### src/rtl/uart_pkg.sv
// Definitions shared by the UART transmitter and receiver: frame state
// encoding and the parity helper.
package uart_pkg;

  localparam int MAX_DATA_WIDTH = 16;

  typedef enum logic [2:0] {
    IDLE,
    START_BIT,
    DATA_BITS,
    PARITY_BIT,
    STOP_BIT,
    ERROR
  } state_t;

  // Even parity is the XOR of the payload; odd parity is its inverse.
  function automatic logic parity(input logic [MAX_DATA_WIDTH-1:0] data,
                                  input logic odd);
    return (^data) ^ odd;
  endfunction

endpackage

### src/rtl/uart_baud_gen.sv
// Bit-period timer: counts 0..divider and strobes bit_end on the last clock
// of each bit. The divider is captured on load so mid-frame changes are ignored.
module uart_baud_gen #(
  parameter int BAUD_WIDTH = 12
) (
  input  logic                  clk,
  input  logic                  rst,
  input  logic                  clear,
  input  logic                  load,
  input  logic [BAUD_WIDTH-1:0] divider,
  output logic                  bit_end
);

  logic [BAUD_WIDTH-1:0] count;
  logic [BAUD_WIDTH-1:0] divider_q;

  assign bit_end = !clear && (count == divider_q);

  always_ff @(posedge clk or posedge rst) begin
    if (rst) begin
      count     <= '0;
      divider_q <= '0;
    end else begin
      if (load) begin
        divider_q <= divider;
      end
      if (clear || bit_end) begin
        count <= '0;
      end else begin
        count <= count + 1'b1;
      end
    end
  end

endmodule

### src/rtl/uart_tx.sv
// UART transmitter: start bit, DATA_WIDTH payload bits LSB first, optional
// parity bit, one stop bit. Settings are captured when a request is accepted.
module uart_tx
  import uart_pkg::*;
#(
  parameter int DATA_WIDTH = 8,
  parameter int BAUD_WIDTH = 12
) (
  input  logic                  clk,
  input  logic                  rst,
  input  logic                  valid_data,
  input  logic [DATA_WIDTH-1:0] data,
  output logic                  busy,
  output logic                  done,
  output logic                  tx,
  input  logic [BAUD_WIDTH-1:0] baud_divider,
  input  logic                  parity_en,
  input  logic                  parity_type_odd
);

  localparam int POS_WIDTH = $clog2(DATA_WIDTH) + 1;
  localparam logic [POS_WIDTH-1:0] LAST_POS = POS_WIDTH'(DATA_WIDTH - 1);

  state_t                 state;
  logic [DATA_WIDTH-1:0]  shift_reg;
  logic [POS_WIDTH-1:0]   bit_position;
  logic                   parity_en_q;
  logic                   parity_bit_q;
  logic                   accept;
  logic                   bit_end;

  assign accept = (state == IDLE) && valid_data;
  assign busy   = (state != IDLE);

  uart_baud_gen #(
    .BAUD_WIDTH(BAUD_WIDTH)
  ) u_baud_gen (
    .clk    (clk),
    .rst    (rst),
    .clear  (state == IDLE),
    .load   (accept),
    .divider(baud_divider),
    .bit_end(bit_end)
  );

  // tx is registered one state ahead: each transition drives the level of
  // the bit that the new state represents.
  always_ff @(posedge clk or posedge rst) begin
    if (rst) begin
      state        <= IDLE;
      tx           <= 1'b1;
      done         <= 1'b0;
      shift_reg    <= '0;
      bit_position <= '0;
      parity_en_q  <= 1'b0;
      parity_bit_q <= 1'b0;
    end else begin
      done <= 1'b0;
      case (state)
        IDLE: begin
          tx <= 1'b1;
          if (valid_data) begin
            state        <= START_BIT;
            tx           <= 1'b0;
            shift_reg    <= data;
            bit_position <= '0;
            parity_en_q  <= parity_en;
            parity_bit_q <= parity(MAX_DATA_WIDTH'(data), parity_type_odd);
          end
        end
        START_BIT: begin
          if (bit_end) begin
            state     <= DATA_BITS;
            tx        <= shift_reg[0];
            shift_reg <= shift_reg >> 1;
          end
        end
        DATA_BITS: begin
          if (bit_end) begin
            if (bit_position == LAST_POS) begin
              if (parity_en_q) begin
                state <= PARITY_BIT;
                tx    <= parity_bit_q;
              end else begin
                state <= STOP_BIT;
                tx    <= 1'b1;
              end
            end else begin
              bit_position <= bit_position + 1'b1;
              tx           <= shift_reg[0];
              shift_reg    <= shift_reg >> 1;
            end
          end
        end
        PARITY_BIT: begin
          if (bit_end) begin
            state <= STOP_BIT;
            tx    <= 1'b1;
          end
        end
        STOP_BIT: begin
          if (bit_end) begin
            state <= IDLE;
            done  <= 1'b1;
          end
        end
        default: begin
          state <= IDLE;
          tx    <= 1'b1;
        end
      endcase
    end
  end

endmodule

### config.mk
export PLATFORM = sky130hd
export DESIGN_NAME = uart_tx
export DESIGN_NICKNAME = d
export VERILOG_FILES = /design/src/rtl/uart_pkg.sv /design/src/rtl/uart_baud_gen.sv /design/src/rtl/uart_tx.sv
export SDC_FILE = /design/constraint.sdc
export NUM_CORES = 1
export LEC_CHECK = 0
export CAP_MARGIN = 25
export CORE_AREA = 2 2 73 75
export CTS_CLUSTER_DIAMETER = 30
export DETAILED_ROUTE_END_ITERATION = 8
export DIE_AREA = 0 0 75 77
export DONT_BUFFER_PORTS = 1
export SYNTH_ARGS = -nofsm -noshare
export SYNTH_HDL_FRONTEND = slang
export SYNTH_HIERARCHICAL = 1
export SYNTH_SLANG_ARGS = --single-unit
### constraint.sdc
create_clock -name clk -period 3.61 [get_ports clk]
set_clock_uncertainty 0.15 [all_clocks]
set_input_delay 1.083 -clock clk [delete_from_list [all_inputs] [get_ports clk]]
set_output_delay 1.083 -clock clk [all_outputs]
set_load 0.01 [all_outputs]
==> out/results.tsv <==
metric	value	unit
TritonRoute pass-1 iters	6	
crit end category	output pin	
Post-DP Area	2490	sq um
Post-CTS Resized	0	
Synth Cell Area	2450	sq um
# Max-Cap Violations	0	
critical path fanouts, max	15	
share of cells above drive strength 1	0.273	
clock edge transition at the registers on the reported setup and hold paths	0.08	ns
die area	5780	sq um
minimum clock period	2.70	ns
type of the worst min-delay path	reg -> reg	
RSZ-0062 raised after global routing	false	
Detail Placement HPWL	3.21	mm
Synth area leaders	dfrtp_1, xnor2_1, mux2_2, mux2_1, nor3_2	
Unique masters post-synth	50	
status	finished, final reports clean	
CTS max path bufs	2	
Diodes inserted	0	
sequential fraction of the synthesis area	0.440	
largest net degree at the start of global routing	25	
gr usage total	0.164	
flops & latches, synth	43	
floorplan row count	26	
vias per inst	5.38	
CORE AREA	4980	sq um
routability cong.	0.827	
final count of negative-setup-slack endpoints	0	
initial antenna violation count	0	
post-route cell area	2600	sq um
worst skew pair latency	0.29	ns
htree depth	2	
post-CTS setup repair buffer count	0	
post-DR wirelength/cell	15.2	um
Tot Pwr	1.83	mW
Startpoint Class	flop	
final period utilization	0.748	
Rel. slew slack	0.421	
Worst-Margin Slew	0.867	ns
Synth top area share	0.429	
WP data arrival	1.47	ns
Area Growth Syn to Fin	6.24	%
Worst Hold Depth	1	
PD cells	702	nW/um^2
Syn Inst Count	208	
Setup TNS	0	ns
syn nets	235	
first-pass GRT wire length	7.21	mm
FF-to-FF path depth	8	
DRT iter0 DRCs	81	
vias in the first global route	1546	
Die Width	75	um
Final Max Tran Viols	0	
most common cell after layout, fill and taps aside	dfrtp_1	
clock root cell	clkbuf_8	
routed wire length	4.25	mm
placed cell count	271	
worst setup path class	reg -> out	
Synth warnings	6	
grt ovf	0	
number of synthesized flops with an enable pin	0	
fin nets	235	
Buffers on Ports	0	
Sink Count	43	
Starting Density	0.492	
height of the die	77	um
final hold vios	0	
cell taking the most area after synthesis	dfrtp_1	
DRC Markers	0	
Max rail drop VDD	0.285	mV
non-filler instance count after layout	279	
post-route antenna net violation count	0	
total vias in the final route	1500	
# hold bufs at CTS	0	
main flop type after synthesis	dfrtp_1	
Avg Inst Size Synth	11.8	sq um
async set-reset flop share out of synthesis	1.00	
Num CTS Buffers	5	
most frequent cells in the layout	dfrtp_1, xnor2_1, mux2_2	
f_max	371	MHz
CP Data Required Time	2.38	ns
Pleak	1.14	nW
IO Pins	28	
CTS tree	done	
## Yosys cell counts, types with 2 or more instances
cell type,instances
dfrtp_1,42
xnor2_1,23
mux2_2,16
mux2_1,10
nor3_2,10
nor2_1,8
o21ai_0,8
a21oi_1,7
inv_1,7
nand2_1,6
nand3_1,5
nand4_1,5
buf_6,4
mux2i_1,4
buf_2,3
xor2_1,3
a21oi_2,2
a31oi_1,2
and2_1,2
and2_4,2
and2b_1,2
clkbuf_1,2
ha_1,2
nand2b_1,2
nor3_1,2
nor3_4,2
nor4_2,2
or3_1,2
xnor2_2,2
## worst max-delay path, cell delays in order (launching register included)
cell     delay (ns)
dfrtp_1        0.55
nor3_2         0.23
buf_4          0.26
inv_1          0.13
## stage by stage
step	setup slack, ns	hold WS (ns)	util
2_1_floorplan	1.10	0.321	-
4_1_cts	0.916	0.365	0.522
6_report	0.911	0.365	0.522
3_3_place_gp	1.11	0.332	0.500
5_1_grt	0.774	0.378	0.522
3_5_place_dp	1.05	0.347	0.500
## cells by family after synthesis
family / synth area share
and+or+nand+nor: 0.194
adders and majority gates: 0.0102
muxes: 0.136
AOI/OAI and AO/OA: 0.0654
DFF: 0.440
xor gates and xnor gates: 0.116
buffers and inverters: 0.0383
## final timing paths
| kind | to | slack, ns | from |
|---|---|---|---|
| min | shift_reg[2] | 0.37 | shift_reg[2] |
| max | busy | 0.91 | state[1] |
| max reg2reg | shift_reg[6] | 1.04 | state[1] |
| min in group asynchronous | shift_reg[7] | 0.63 | rst |
| max in group asynchronous | u_baud_gen/divider_q[1] | 2.07 | rst |
| min reg2reg | shift_reg[2] | 0.37 | shift_reg[2] |
## area by class of cell
class | instances | area, sq um
fillers | 437 | 2380
well taps | 70 | 87.6
inverters | 7 | 26.3
clock buffers | 5 | 68.8
repair buffers | 2 | 15.0
flip-flops and latches | 43 | 1080
clock inverters | 3 | 43.8
multi-input cells | 149 | 1280
## power breakdown
part | total [mW] | switching [mW] | internal, mW
clock network | 0.369 | 0.163 | 0.206
registers | 0.871 | 0.199 | 0.672
logic | 0.586 | 0.258 | 0.328
total | 1.83 | 0.619 | 1.21
## routing by layer
metal / vias up / track usage / routed length (um)
met2: 25 / 0.275 / 2250
met5: - / 0 / 0
li1: 735 / - / -
met3: 7 / 0.0447 / 179
met1: 733 / 0.199 / 1760
met4: 0 / 0.0536 / 68
(Power assumes the default switching activity.)
